File: config.mk
export PLATFORM = sky130hd
export DESIGN_NAME = meas_scheduler
export DESIGN_NICKNAME = d
export VERILOG_FILES = /design/src/rtl/meas_sched_pkg.sv /design/src/rtl/meas_scheduler_rr_arbiter.sv /design/src/rtl/meas_scheduler.sv
export SDC_FILE = /design/constraint.sdc
export NUM_CORES = 1
export LEC_CHECK = 0
export CAP_MARGIN = 20
export CORE_ASPECT_RATIO = 1.75
export CORE_MARGIN = 2
export CORE_UTILIZATION = 48
export CTS_BUF_LIST = sky130_fd_sc_hd__clkbuf_8
export DETAILED_ROUTE_END_ITERATION = 12
export PLACE_DENSITY = 0.83
export SETUP_SLACK_MARGIN = 0.1
export SLEW_MARGIN = 0
export SYNTH_ARGS = -nofsm -noshare
export SYNTH_HDL_FRONTEND = slang
export SYNTH_SLANG_ARGS = --single-unit
File: constraint.sdc
create_clock -name clk -period 3.15 [get_ports clk]
set_input_delay 0.315 -clock clk [delete_from_list [all_inputs] [get_ports clk]]
set_output_delay 0.315 -clock clk [all_outputs]
set_load 0.005 [all_outputs]
File: src/rtl/meas_sched_pkg.sv
// Shared types and sizing helpers for the measurement scheduler.
package meas_sched_pkg;

  typedef enum logic [2:0] {
    IDLE    = 3'd0,
    ARB     = 3'd1,
    LOAD    = 3'd2,
    SETTLE  = 3'd3,
    CONVERT = 3'd4,
    RESPOND = 3'd5
  } state_t;

  // Bits needed to count 0..n-1 (at least one bit).
  function automatic int cnt_w(input int n);
    return (n < 2) ? 1 : $clog2(n);
  endfunction

  // Widths for the default configuration.
  localparam int SETTLE_W_DEF  = cnt_w(16);
  localparam int TIMEOUT_W_DEF = cnt_w(255);
  localparam int IDX_W_DEF     = cnt_w(4);

endpackage

File: src/rtl/meas_scheduler_rr_arbiter.sv
// Round-robin pick: rotate requests so ptr sits at bit 0, take the lowest set
// bit, then rotate the index back. Purely combinational.
module rr_arbiter #(
  parameter int N  = 4,
  parameter int IW = 2
) (
  input  logic [N-1:0]  i_req,
  input  logic [IW-1:0] i_ptr,
  output logic [N-1:0]  o_gnt,
  output logic [IW-1:0] o_idx,
  output logic          o_any
);

  logic [2*N-1:0] w_dbl;
  logic [N-1:0]   w_rot;

  assign w_dbl = {i_req, i_req};
  assign w_rot = w_dbl[i_ptr +: N];

  // Priority-encode the rotated vector, then map back to a channel index.
  always_comb begin
    int off;
    int s;
    off   = 0;
    o_any = 1'b0;
    for (int k = N - 1; k >= 0; k--) begin
      if (w_rot[k]) begin
        off   = k;
        o_any = 1'b1;
      end
    end
    s = int'(i_ptr) + off;
    if (s >= N) s = s - N;
    o_idx = IW'(s);
    o_gnt = '0;
    if (o_any) o_gnt[o_idx] = 1'b1;
  end

endmodule

File: src/rtl/meas_scheduler.sv
// Time-shares one DAC/ADC chain between N_CH requesters, round-robin.
// Optional ADC conversion timeout is compiled in with MEAS_TIMEOUT_EN.
module meas_scheduler
  import meas_sched_pkg::*;
#(
  parameter int N_CH        = 4,
  parameter int BUS_WIDTH   = 10,
  parameter int SETTLE_CYC  = 16,
  parameter int TIMEOUT_CYC = 255
) (
  input  logic                      clk,
  input  logic                      rst,
  input  logic                      enable,
  input  logic [N_CH-1:0]           req,
  input  logic [N_CH*BUS_WIDTH-1:0] i_ref_in,
  output logic [N_CH-1:0]           grant,
  output logic [N_CH-1:0]           ready,
  output logic [BUS_WIDTH-1:0]      q_measured,
  output logic [BUS_WIDTH-1:0]      dac_code,
  output logic                      dac_load,
  output logic                      adc_start,
  input  logic                      adc_done,
  input  logic [BUS_WIDTH-1:0]      adc_data,
  output logic                      busy,
  output logic                      timeout_err
);

  localparam int IW = cnt_w(N_CH);
  localparam int SW = cnt_w(SETTLE_CYC);

  state_t                r_state, w_next;
  logic [IW-1:0]         r_ptr;
  logic [N_CH-1:0]       r_grant;
  logic [BUS_WIDTH-1:0]  r_dac, r_adc, r_q;
  logic [SW-1:0]         r_scnt;
  logic                  r_first;
  logic [N_CH-1:0]       w_pick;
  logic [IW-1:0]         w_idx;
  logic                  w_any;
  logic                  w_done_ok;
  logic                  w_resp_ok;
  logic                  w_tmo;

  rr_arbiter #(.N(N_CH), .IW(IW)) u_arb (
    .i_req (req),
    .i_ptr (r_ptr),
    .o_gnt (w_pick),
    .o_idx (w_idx),
    .o_any (w_any)
  );

  // A done pulse coinciding with adc_start belongs to nothing we launched.
  assign w_done_ok = (r_state == CONVERT) && adc_done && !r_first;
  // Result is delivered only if the owner is still asking for it.
  assign w_resp_ok = (r_state == RESPOND) && |(req & r_grant);

`ifdef MEAS_TIMEOUT_EN
  localparam int TW = cnt_w(TIMEOUT_CYC);
  logic [TW-1:0] r_tcnt;
  logic          r_terr;

  assign w_tmo       = (r_state == CONVERT) && !w_done_ok &&
                       (r_tcnt == TW'(TIMEOUT_CYC - 1));
  assign timeout_err = r_terr;

  // Conversion watchdog; error flag stays set until reset.
  always_ff @(posedge clk or posedge rst) begin
    if (rst) begin
      r_tcnt <= '0;
      r_terr <= 1'b0;
    end else begin
      r_tcnt <= (r_state == CONVERT) ? r_tcnt + 1'b1 : '0;
      if (w_tmo) r_terr <= 1'b1;
    end
  end
`else
  assign w_tmo       = 1'b0;
  assign timeout_err = 1'b0;
`endif

  // State register.
  always_ff @(posedge clk or posedge rst) begin
    if (rst) r_state <= IDLE;
    else     r_state <= w_next;
  end

  // Next-state logic.
  always_comb begin
    w_next = r_state;
    case (r_state)
      IDLE:    if (enable && |req) w_next = ARB;
      ARB:     w_next = w_any ? LOAD : IDLE;
      LOAD:    w_next = SETTLE;
      SETTLE:  if (r_scnt == SW'(SETTLE_CYC - 1)) w_next = CONVERT;
      CONVERT: if (w_done_ok || w_tmo) w_next = RESPOND;
      RESPOND: w_next = IDLE;
      default: w_next = IDLE;
    endcase
  end

  // Datapath latches: grant/code capture, settle count, result capture.
  always_ff @(posedge clk or posedge rst) begin
    if (rst) begin
      r_ptr   <= '0;
      r_grant <= '0;
      r_dac   <= '0;
      r_adc   <= '0;
      r_q     <= '0;
      r_scnt  <= '0;
      r_first <= 1'b0;
    end else begin
      r_first <= (r_state == SETTLE) && (w_next == CONVERT);
      case (r_state)
        ARB: if (w_any) begin
          r_grant <= w_pick;
          r_dac   <= i_ref_in[w_idx*BUS_WIDTH +: BUS_WIDTH];
          r_ptr   <= (w_idx == IW'(N_CH - 1)) ? '0 : w_idx + 1'b1;
        end
        LOAD:    r_scnt <= '0;
        SETTLE:  r_scnt <= r_scnt + 1'b1;
        CONVERT: begin
          if (w_done_ok)  r_adc <= adc_data;
          else if (w_tmo) r_adc <= '1;
        end
        RESPOND: begin
          r_grant <= '0;
          if (w_resp_ok) r_q <= r_adc;
        end
        default: ;
      endcase
    end
  end

  // Grant shows the arbiter pick already in ARB so the owner sees it at once.
  assign grant      = (r_state == ARB) ? w_pick : r_grant;
  assign ready      = w_resp_ok ? r_grant : '0;
  assign q_measured = w_resp_ok ? r_adc : r_q;
  assign dac_code   = r_dac;
  assign dac_load   = (r_state == LOAD);
  assign adc_start  = (r_state == CONVERT) && r_first;
  assign busy       = (r_state != IDLE);

endmodule

==> flow_summary_export.csv, run 1 <==
group,metric,value,unit
synth,async_reset_ff_frac,1.000,
sta,max_slew_margin,0.4934,
layout,fin_area,0.003916,mm²
place,gp_congestion,0.8723,
sta,rsz0062_at_grt,"false",
global_route,grt_antenna_before_repair,0,
cts,cts_tree,"built",
routing,vias,2314,
place,placement.cell_area,0.003756,mm²
synth,synth_top_area_frac,0.4048,
layout,multi_input_area,0.001535,mm²
cts,clkSlewWorstSetupHoldPaths,80,ps
critical_path,critPathMaxFanout,6,
cts,clock-sinks,44,
power,leakage,1.659,nW
power,combPwrFrac,0.607,
sta,final_max_slew_viol_count,0,
sta,hold_violations,0,
global_route,grt.total_usage,0.2000,
power,pwr-share-seq,0.288,
layout,drive_above_1_share,0.2556,
synth,synthCells,254,
power,ir_drop,0.8630,mV
cts,hold_buffers,0,
cts,ctsRootBufferMaster,"clkbuf_8",
routing,drt-wirelength-per-cell,14.71,µm
layout,seq_area,0.001102,mm²
cts,cts_buffers,5,
critical_path,crit_slowest_cell,"dfrtp_2",
critical_path,crit_top_cell,"buf_4",
critical_path,cp-start-kind,"register",
critical_path,crit_required,2830,ps
sta,fin_crit_sh,0.9451,
synth,synth-seq-cells,44,
global_route,grt_pass1_vias,2304,
sta,setup_viol,0,
synth,synth_area_leaders,"dfrtp_1 (40%), mux2_2 (12%), a221oi_2 (5.5%)",
routing,wirelength,6.356,mm
sta,tightest_slew,758.1,ps
critical_path,cp.arrival,2660,ps
power,powerDensity,772.9,mW/mm²
routing,vias_per_cell,5.356,
place,port_buffers,88,
sta,fin_crit,2977,ps
synth,synth.most_common_cell,"dfrtp_1",
run_status,status,"finished clean",
routing,drc,0,
synth,synth.distinct_cells,44,
global_route,overflow,0,
critical_path,critical-path-top-delay-family,"buffers and inverters",
power,clockPowerShare,0.104,
die,ios,90,
synth,syn_area_per_cell,10.71,µm²
power,p_sw,1.240,mW
flow_run,max_cap_violations,0,
die,core_area,0.005540,mm²
synth,ys_seq_area_frac,0.4048,
die,fp.dieW,60.91,µm
routing,antenna_left,0,
critical_path,worst-setup-path-type,"register to primary output",
synth,post-synth-top-area-cell,"dfrtp_1",
critical_path,worstPathCellList,"buf_4, nand2_1, o22ai_1, o21ai_1, nand3_2, ha_2, xor2_1, buf_4, nand4_4, nand2_4, ha_1, a22o_1, dlygate4sd2_1",
layout,final_core_util,0.7069,
place,dp_hpwl,4.896,mm
synth,syn-num-nets,318,
cts,htreeDepth,2,
layout,nFillCells,439,
sta,max_freq,0.3359,GHz
global_route,grt_max_degree,42,
global_route,grt_pass1_wl,9.949,mm
synth,ys_warn_count,0,
die,start_util,0.4910,
worst_hold_path,hold_path_class,"primary input to asynchronous set/reset pin",
synth,yosys-top-cells-count,"dfrtp_1 (44), nand2_1 (31), mux2_2 (30)",
sta,finalClockSkew,6.119,ps
cts,clockBufferDepth,2,
critical_path,crit_buf_inv,3,
synth,synth_area,0.002720,mm²
die,die_y,103.6,µm
layout,synthToLayoutAreaGrowth,43.97,%
die,rows,36,
power,p_int,1.786,mW
layout,final_net_count,420,
sta,hold_ws,254.9,ps
critical_path,endpoint_kind,"primary output",
routing,drt_first_pass_iters,4,
synth,synth_edf_count,0,
synth,synth_ff_type,"dfrtp_1",
cts,clock_latency,280,ps
critical_path,slowest_delay,450,ps
layout,antenna_cells,0,
routing,drt_first_iter_violations,56,
power,swShare,0.4098,
die,dieArea,0.006309,mm²
final cells by class:
class,count,area share
Multi-Input combinational cell,186,0.3920
Clock inverter,2,0.002236
Clock buffer,5,0.01757
Inverter,6,0.005751
Sequential cell,44,0.2815
Timing Repair Buffer,113,0.2767
Tap cell,76,0.02428
power by group through the flow:
stage	clock network, mW	logic [mW]	registers (mW)
2_1_floorplan	0	1.19	0.837
6_report	0.315	1.84	0.873
3_5_place_dp	0	1.73	0.879
4_1_cts	0.331	1.76	0.870
5_1_grt	0.353	2.02	0.895
3_3_place_gp	0	1.69	0.872
per-stage QoR:
step | total power, mW | setup TNS, ps | instances | setup slack (ps)
finish | 3.027 | 0 | 432 | 172.9
global route | 3.272 | 0 | 432 | 35.73
CTS | 2.959 | 0 | 431 | 85.94
detailed placement | 2.611 | -782.7 | 421 | -252.1
global placement | 2.563 | -611.4 | 421 | -206.3
floorplan | 2.026 | 0 | 254 | 397.0
registers in the layout, summed over array words and instances (netlist names):
| register | cells |
|---|---|
| r_ptr | 2 |
| r_scnt | 4 |
| r_grant | 4 |
| r_state | 3 |
| dac_code | 10 |
| r_q | 10 |
| r_adc | 10 |
| r_first | 1 |
final timing paths:
| check | from | to | slack, ps | depth (start not counted) |
|---|---|---|---|---|
| worst min register to register | dac_code[1] | dac_code[1] | 480 | 2 |
| worst max-delay path | r_ptr[0] | grant[2] | 170 | 13 |
| worst max register to register | r_ptr[0] | dac_code[6] | 570 | 12 |
| min in group clk | dac_code[1] | dac_code[1] | 480 | 2 |
| max in group asynchronous | rst | r_ptr[0] | 2210 | 4 |
| worst min-delay path | rst | r_scnt[0] | 250 | 2 |
placed cells by master, fill, tap and decap left out, types with 3 or more instances in the layout:
cell and instances:
nand3_1 3, clkbuf_8 5, nor2b_1 24, o21ai_1 3, dlygate4sd2_1 5, clkbuf_2 3, nor2_1 6, ha_1 3
and2_1 4, clkdlybuf4s50_1 80, nand2b_1 4, nand2_1 30, a221oi_2 10, buf_4 22, o21ai_0 3, o31ai_1 12
a2111oi_0 10, inv_1 5, mux2_2 30, ha_2 3, dfrtp_1 43, a22o_1 8
metal layers:
metal  part of all wire  vias up  track usage
met3              0.059        8      0.04245
met4              0.013        0      0.04814
met1               0.35     1083       0.1981
met2               0.58       86       0.3902
met5                  0        -            0
li1                   -     1137            -
worst reg2reg max path, cell delays in order (launching register included):
cell and delay [ps]:
dfrtp_2 450, buf_4 140, nand2_1 50, o22ai_1 80
o21ai_1 200, nand3_2 100, ha_2 200, buf_4 140
xnor2_2 150, buf_4 160, nor4_4 400, a2111oi_0 150
o31ai_1 260
cells by family after synthesis:
family                   Yosys count  share of synthesized area
AND/OR/NAND/NOR                   86                     0.1785
AO/OA/AOI/OAI                     59                     0.2010
flip-flops                        44                     0.4048
multiplexers                      32                     0.1316
buffers and inverters             24                    0.04876
adder cells (fa/ha/maj)            6                    0.02760
XOR/XNOR                           2                   0.006441
other                              1                   0.001379
timing repair:
action / 4_1_cts / 5_1_grt
pin swaps: 1 / 3
gates resized for setup: 10 / 18
endpoints found under the setup margin: 4 / 4
buffers inserted: 3 / 0
cloned: 0 / 0
hold endpoints to repair: 0 / 0
Note: power is estimated with default switching activity, not from simulation.
==> run 2, diff against run 1 <==
--- a/config.mk
+++ b/config.mk
@@ -6,7 +6,7 @@
 export NUM_CORES = 1
 export LEC_CHECK = 0
 export CAP_MARGIN = 20
-export CORE_ASPECT_RATIO = 1.75
+export CORE_ASPECT_RATIO = 1.5
 export CORE_MARGIN = 2
 export CORE_UTILIZATION = 48
 export CTS_BUF_LIST = sky130_fd_sc_hd__clkbuf_8
==> run 2 against run 1 <==
  * Non-clock buffer count increased by 1
  * Sequential power is essentially flat
  * Final cell count decreased by 0.93%
  * Clock-buffer cell count unchanged
  * First-iteration DRC count grew 59%
  * Sequential share of layout area is 0.15 points higher
  * Register-to-register slack gained 90 ps
  * Largest cell class unchanged
  * Highest routed layer unchanged
==> flow_summary_export.csv, run 2 (synthesis gave the netlist of run 1 again) <==
group,metric,value,unit
sta,finalClockSkew,3.217,ps
cts,clock_latency,290,ps
critical_path,crit_required,2830,ps
critical_path,worst-setup-path-type,"register to primary output",
critical_path,critPathMaxFanout,7,
critical_path,worstPathCellList,"or4_1, nand3_1, ha_2, xor2_1, buf_4, nand4_4, nand2_2, inv_1, ha_2, a22o_1, clkbuf_2",
critical_path,rr_worst_depth,12,
sta,final_max_slew_viol_count,0,
cts,cts_buffers,5,
routing,vias,2283,
cts,clockBufferDepth,2,
global_route,grt_pass1_wl,10.15,mm
die,start_util,0.4991,
layout,synthToLayoutAreaGrowth,43.19,%
sta,max_slew_margin,0.4721,
sta,hold_violations,0,
critical_path,cp.depth,11,
layout,drive_above_1_share,0.2542,
cts,ctsRootBufferMaster,"clkbuf_8",
place,gp_congestion,0.7957,
global_route,grt_antenna_before_repair,0,
critical_path,crit_path_end,"grant[0]",
die,ios,90,
sta,fin_ws,173.9,ps
power,powerDensity,805.7,mW/mm²
layout,final_common_cell,"clkdlybuf4s50_1",
run_status,status,"finished clean",
global_route,grt_pass1_vias,2298,
critical_path,cp-start-kind,"register",
worst_hold_path,hold_path_class,"primary input to asynchronous set/reset pin",
cts,clkSlewWorstSetupHoldPaths,80,ps
critical_path,endpoint_kind,"primary output",
layout,final_net_count,421,
place,dp_hpwl,4.845,mm
routing,wirelength,6.225,mm
layout,final_core_util,0.7146,
die,fp.dieW,65.47,µm
global_route,use_met2,0.4116,
power,p_total,3.138,mW
global_route,grt_util_met3,0.05731,
global_route,overflow,0,
layout,antenna_cells,0,
sta,tns,0,ps
cts,htreeDepth,2,
place,place_ws,-313.9,ps
critical_path,cp.arrival,2660,ps
routing,drt_first_iter_violations,89,
cts,clock-sinks,44,
global_route,busiest_layer,"met2",
routing,drc,0,
sta,rsz0062_at_grt,"true",
power,leakage,1.669,nW
sta,setup_viol,0,
critical_path,timing.rr.end,"r_grant[1]",
critical_path,r2r-start,"r_ptr[0]",
critical_path,crit_slowest_cell,"or4_1",
critical_path,crit_top_cell,"ha_2",
place,port_buffers,88,
routing,drt-wirelength-per-cell,14.54,µm
routing,drt_first_pass_iters,4,
sta,hold_ws,371.6,ps
global_route,grtUsageMet1,0.2135,
die,die_y,96.20,µm
flow_run,max_cap_violations,0,
global_route,grt.total_usage,0.2077,
cts,cts_tree,"built",
critical_path,crit_buf_inv,3,
critical_path,cp-startpoint,"r_ptr[0]",
sta,fin_crit,2976,ps
sta,fin_crit_sh,0.9448,
critical_path,r2r_slack,660,ps
power,ir_drop,0.7194,mV
critical_path,critical-path-top-delay-family,"simple AND/OR/NAND/NOR gates",
routing,vias_per_cell,5.334,
global_route,grt_max_degree,37,
sta,tightest_slew,786.9,ps
critical_path,slowest_delay,510,ps
cts,hold_buffers,0,
sta,max_freq,0.3360,GHz
routing,antenna_left,0,
die,core_area,0.005450,mm²
layout,final_cell_mix,"clkdlybuf4s50_1 (80), dfrtp_1 (43), mux2_2 (30), nand2_1 (30), buf_4 (26)",
die,rows,33,
die,dieArea,0.006297,mm²
run 2: report_power, final:
part / switching (mW) / internal (mW)
clock: 0.183 / 0.232
sequential: 0.137 / 0.736
combinational: 0.919 / 0.931
run 2: timing repair:
item,4_1_cts,5_1_grt
endpoints found under the setup margin,4,4
pin swaps,3,2
setup buffers,4,0
hold endpoints to repair,0,0
gates resized for setup,15,12
run 2: cell type report:
class / count / area [µm²]
fillers: 474 / 1555
well taps: 70 / 87.58
repair buffers: 114 / 1059
clock inverters: 3 / 38.79
multi-input cells: 186 / 1516
flip-flops and latches: 44 / 1102
clock buffers: 5 / 68.82
inverters: 6 / 22.52
run 2: worst reg2reg max path, delay by kind of cell, from the launching register on:
kind                     cells  cell delay, ps
AND/OR/NAND/NOR              4             830
flip-flops                   1             450
adder cells (fa/ha/maj)      2             380
buffers and inverters        3             340
AO/OA/AOI/OAI                2             230
XOR/XNOR                     1             150
run 2: per-stage QoR:
stage                     area [µm²]  cells
after floorplan                 2720    254
after global placement          3744    416
after detailed placement        3744    416
after CTS                       3886    428
after global routing            3895    428
final                           3895    428
run 2: metal layers:
| metal | vias up | routed length (µm) |
|---|---|---|
| met1 | 1060 | 2468 |
| met5 | - | 0 |
| met4 | 0 | 48 |
| li1 | 1137 | - |
| met3 | 4 | 441 |
| met2 | 82 | 3266 |
run 2: how the worst min path moves through the flow:
stage | start | to | cells after the start
finish | rst | r_q[2] | 2
global route | rst | r_q[2] | 2
CTS | rst | r_scnt[0] | 2
detailed placement | dac_code[4] | dac_code[4] | 2
global placement | dac_code[5] | dac_code[5] | 2
floorplan | r_scnt[3] | r_scnt[3] | 1
==> RTL edit 1, RTL diff (config.mk and constraints of run 1) <==
The parameter `N_CH` goes from 4 to 2.
--- a/src/rtl/meas_scheduler.sv
+++ b/src/rtl/meas_scheduler.sv
@@ -4,5 +4,5 @@
   import meas_sched_pkg::*;
 #(
-  parameter int N_CH        = 4,
+  parameter int N_CH        = 2,
   parameter int BUS_WIDTH   = 10,
   parameter int SETTLE_CYC  = 16,
Interface: changed (resized grant, i_ref_in, ready and req); port bits go from 90 to 64. No check against the original RTL was run, so the function may have changed too.
==> RTL edit 1 against run 1 <==
  * Wire length shrank 38%
  * Area after synthesis shrank 28%
  * Cell area shrank 31%
  * Synthesized cell count shrank 32%
  * Worst setup slack gained 0.35 ns
  * Critical path type is now in -> out
  * Via count shrank 35%
  * Fmax grew 13%
  * Register-to-register slack gained 0.76 ns
  * Critical path depth shrank 7
  * Sequential cell count shrank 3
  * Largest cell class is now registers
  * Sequential share of layout area grew 9.8 points
  * Total power shrank 39%
  * Clock power grew 38%
==> RTL edit 1: results (changes against run 1) <==
layout cells sized above 1=16.8% (-8.8 points); max incr delay on CP=0.63 ns (+0.18 ns); pin count of the biggest net entering global routing=42 (unchanged); Crit Path Max Fanout=20 (+14); Highest Signal Layer=met4; multi-input gates=121 (-35%); Avg WL per Cell=13.8 um (-6.5%); CP max stage cell=clkdlybuf4s50_1; Synth area leaders=dfrtp_1, mux2_2, nand2_1, a31oi_1, mux2_1; number of port buffers=62 (-30%); Num Clock Sinks=41 (-6.8%); R2R cell count=3 (-9); Commonest cells post-synth=dfrtp_1, nand2_1, mux2_2, nor2_1, a31oi_1; clock buffers=6 (+1); gpl congestion=0.810 (-7.2%); global-route wire length before repair=6550 um (-34%); detailed placement HPWL=2950 um (-40%); count of cell types in the netlist=34 (-23%); worst r2r src=r_state[0]; R2R Path End=r_adc[4]; Primary FF master, synth=dfrtp_1; status=finished, final reports clean; static leakage=1.20 nW (-28%); Data buffer area share=23.8% (-3.9 points); r2r setup slk=1.33 ns (+0.76 ns); 1st-iter DRT viols=22 (-61%); crit path from=req[0]; post_cts resized=0 (-10); Clock buf/inv share=4.44% (+2.5 points); worst vdd ir=0.000477 V (-45%); total net switching power=0.000544 W (-56%); Final Skew=0.00663 ns (+0.000511 ns); post-CTS setup buffer count=0 (-3); number of ordinary inverters in the final layout=3 (-3); Rel. slew slack=57.8% (+8.5 points); met3 usage=5.91% (+1.7 points); Via Count=1496 (-35%); Seq. cell area=1030 um2 (-6.9%); hold_ws=0.450 ns (+0.195 ns); metal3 WL=248 um (-33%); TritonCTS buffer count=5 (unchanged); Crit path arrival time=2.31 ns (-0.35 ns); filler cell count=308 (-30%); multi-input combinational area share=31.2% (-8.0 points); GR Util met2=34.1% (-5.0 points); register area share after synthesis=52.6% (+12 points); layout net count=274 (-35%); Syn Nets=210 (-34%); Tot GR Track Use=19.2% (-0.81 points)
RTL edit 1: cell count changes in the layout (fill, tap and decap cells not counted), sizes merged, moves of 11 or more:
| cell | delta |
|---|---|
| a221oi | -11 |
| nor2b | -23 |
| clkdlybuf4s50 | -18 |
| buf | -22 |
| o31ai | -12 |
RTL edit 1: worst max-delay path by stage:
stage                     to  slack, ns  depth (start not counted)
2_1_floorplan  q_measured[0]       1.50                          4
3_3_place_gp   q_measured[8]       0.58                          6
3_5_place_dp   q_measured[7]       0.55                          6
4_1_cts        q_measured[7]       0.53                          6
5_1_grt             grant[1]       0.36                          5
6_report       q_measured[7]       0.53                          6
RTL edit 1: cell families after synthesis:
kind of cell             count (synthesis)  share of synthesized area (%)
AND/OR/NAND/NOR                         60                           14.5
flip-flops                              41                           52.6
multiplexers                            31                           17.8
AO/OA/AOI/OAI                           28                           10.1
buffers and inverters                   11                           4.17
adder cells (fa/ha/maj)                  1                          0.641
other                                    1                          0.192
RTL edit 1: metrics by stage:
step / area (um2) / utilization [%] / setup WS, ns / std cells
4_1_cts: 2700 / 69.3 / 0.527 / 286
6_report: 2700 / 69.3 / 0.525 / 286
2_1_floorplan: 1950 / - / 1.50 / 173
3_5_place_dp: 2580 / 66.2 / 0.546 / 278
3_3_place_gp: 2580 / 66.2 / 0.584 / 278
5_1_grt: 2700 / 69.3 / 0.362 / 286
RTL edit 1: power groups by stage:
stage | logic (W) | registers (W) | clock network [W]
3_5_place_dp | 0.000621 | 0.000798 | 0
2_1_floorplan | 0.000347 | 0.000775 | 0
5_1_grt | 0.000693 | 0.000813 | 0.000470
3_3_place_gp | 0.000609 | 0.000795 | 0
6_report | 0.000614 | 0.000789 | 0.000436
4_1_cts | 0.000625 | 0.000790 | 0.000444
==> RTL edit 2, RTL diff (settings of run 1) <==
Without the edit above. Put a register stage on the output `q_measured`, without a reset. The value now appears one clock later. The other outputs are not delayed to match.
--- a/src/rtl/meas_scheduler.sv
+++ b/src/rtl/meas_scheduler.sv
@@ -135,5 +135,7 @@
   assign grant      = (r_state == ARB) ? w_pick : r_grant;
   assign ready      = w_resp_ok ? r_grant : '0;
-  assign q_measured = w_resp_ok ? r_adc : r_q;
+  always_ff @(posedge clk) begin
+    q_measured <= w_resp_ok ? r_adc : r_q;
+  end
   assign dac_code   = r_dac;
   assign dac_load   = (r_state == LOAD);
Function: no difference found for any inputs over 10 cycles, from zero or initial values and one cycle with rst high; that may be too few to reach the edited logic, so the function may still have changed.
==> RTL edit 2 against run 1 <==
  * Worst setup slack worse by 0.048 ns
  * First-iteration DRC count up 91%
  * Combinational power rose by 9.8%
  * Wire length increased by 8.0%
  * Final cell count rose by 6.0%
  * Clock power rose by 55%
  * Die area grew 8.5%
  * Clock skew grew 0.0016 ns
  * Fmax down 1.6%
  * Area after synthesis grew 8.9%
  * Cell area up 8.6%
  * Total power is 17% higher
  * Core utilization increased by 1.1 points
  * Sequential cell count increased by 10
  * Critical path type unchanged
==> RTL edit 2: results (changes against run 1) <==
static leakage=1.80 nW (+8.5%); Residual DRC=0 (unchanged); Syn Nets=335 (+5.3%); Place WS=-0.272 ns (-0.0199 ns); DRT Wirelength=6870 um (+8.0%); Final Skew=0.00772 ns (+0.00160 ns); placed insts=441 (+4.8%); detailed placement HPWL=5120 um (+4.6%); worst vdd ir=0.000760 V (-12%); clock transition at the registers of the reported paths=0.10 ns (+0.02 ns); Area after DPL=4000 um2 (+6.5%); register area share after synthesis=43.9% (+3.4 points); drt first pass iters=4 (unchanged); Vias/cell=5.38 (+0.36%); 1st-iter DRT viols=107 (+91%); count of cell types in the netlist=48 (+9.1%); worst hold path type=reg -> reg; antenna violations before repair=0 (unchanged); post-synthesis compound-gate area fraction=18.2% (-1.9 points); Root Driver=clkbuf_8; Synth area leaders=dfrtp_1, mux2_2, dfxtp_1, nor2b_1, a221oi_2; status=finished, final reports clean; cell count after synthesis=271 (+6.7%); gpl congestion=0.833 (-4.5%); pin count of the biggest net entering global routing=45 (+7.1%); clk buf depth=2 (unchanged); layout cells sized above 1=28.4% (+2.9 points); Avg WL per Cell=15.0 um (+1.9%); layout net count=443 (+5.5%); Tot GR Track Use=21.3% (+1.3 points); clock network latency to the later pin of the worst-skew pair=0.31 ns (+0.03 ns); Seq. cell area=1300 um2 (+18%); vias in the first global route=2571 (+12%); Yosys Warn Count=0 (unchanged); filler cell count=482 (+9.8%); CTS H-tree lvls=2 (unchanged); Crit Path Max Fanout=4 (-2); number of port buffers=88 (unchanged); xor/xnor share of the synthesized area=0.591% (-0.053 points); Adder-Cell Fraction of Synth Area=2.53% (-0.23 points); asr flop ratio synth=81.5% (-19 points); Slew @ Worst Pin=0.917 ns (+0.159 ns); TritonCTS buffer count=5 (unchanged); Commonest cells post-synth=dfrtp_1, mux2_2, nand2_1, nor2b_1, o31ai_1; ant diodes=0 (unchanged); global-route wire length before repair=11600 um (+17%); Crit path arrival time=2.71 ns (+0.05 ns); post-synthesis mux area share=11.7% (-1.4 points)
==> RTL edit 2: final cells by class <==
cell class                 instances  area share [%]
timing repair buffer             122            26.3
clock buffer                       6            1.94
multi-input combinational        191            37.4
inverter                           5           0.500
sequential                        54            30.6
tap                               78            2.30
clock inverter                     2           0.912
==> RTL edit 2: worst paths after layout <==
path | slack, ns | to | depth (start not counted) | startpoint
setup / recovery | 0.12 | grant[0] | 13 | r_ptr[0]
hold / removal | 0.48 | dac_code[3] | 2 | dac_code[3]
setup reg to reg | 0.43 | dac_code[2] | 12 | r_ptr[0]
hold reg to reg | 0.48 | dac_code[3] | 2 | dac_code[3]
max in group asynchronous | 2.00 | r_ptr[0] | 2 | rst
min in group asynchronous | 0.52 | r_adc[9] | 2 | rst
==> RTL edit 2: repair_timing <==
action                     4_1_cts  5_1_grt
pin swaps                        6       10
setup buffers                    5        4
setup endpoints to repair        4        4
gates resized for setup         20       19
==> RTL edit 2: critical path, cell delays in order (launching register included) <==
cell      delay, ns
dfrtp_2        0.45
buf_6          0.12
or4_4          0.49
nand3_4        0.09
ha_4           0.14
xor2_1         0.15
buf_4          0.15
nand4_4        0.10
nand2_4        0.12
buf_6          0.10
inv_4          0.03
ha_2           0.16
a22o_1         0.19
clkbuf_2       0.11
==> RTL edit 2: layer usage <==
| metal | global-route usage [%] | vias up | share of wire (%) |
|---|---|---|---|
| li1 | - | 1198 | - |
| met1 | 23.6 | 1172 | 38 |
| met2 | 40.2 | 83 | 55 |
| met3 | 4.47 | 9 | 5.6 |
| met4 | 6.37 | 0 | 1.3 |
| met5 | 0 | - | 0 |
==> RTL edit 2: power by group <==
group          total, W  internal (W)  switching [W]  leakage (nW)
sequential      0.00102      0.000876       0.000143         0.634
combinational   0.00202       0.00102        0.00100          1.11
clock          0.000489      0.000262       0.000227        0.0618
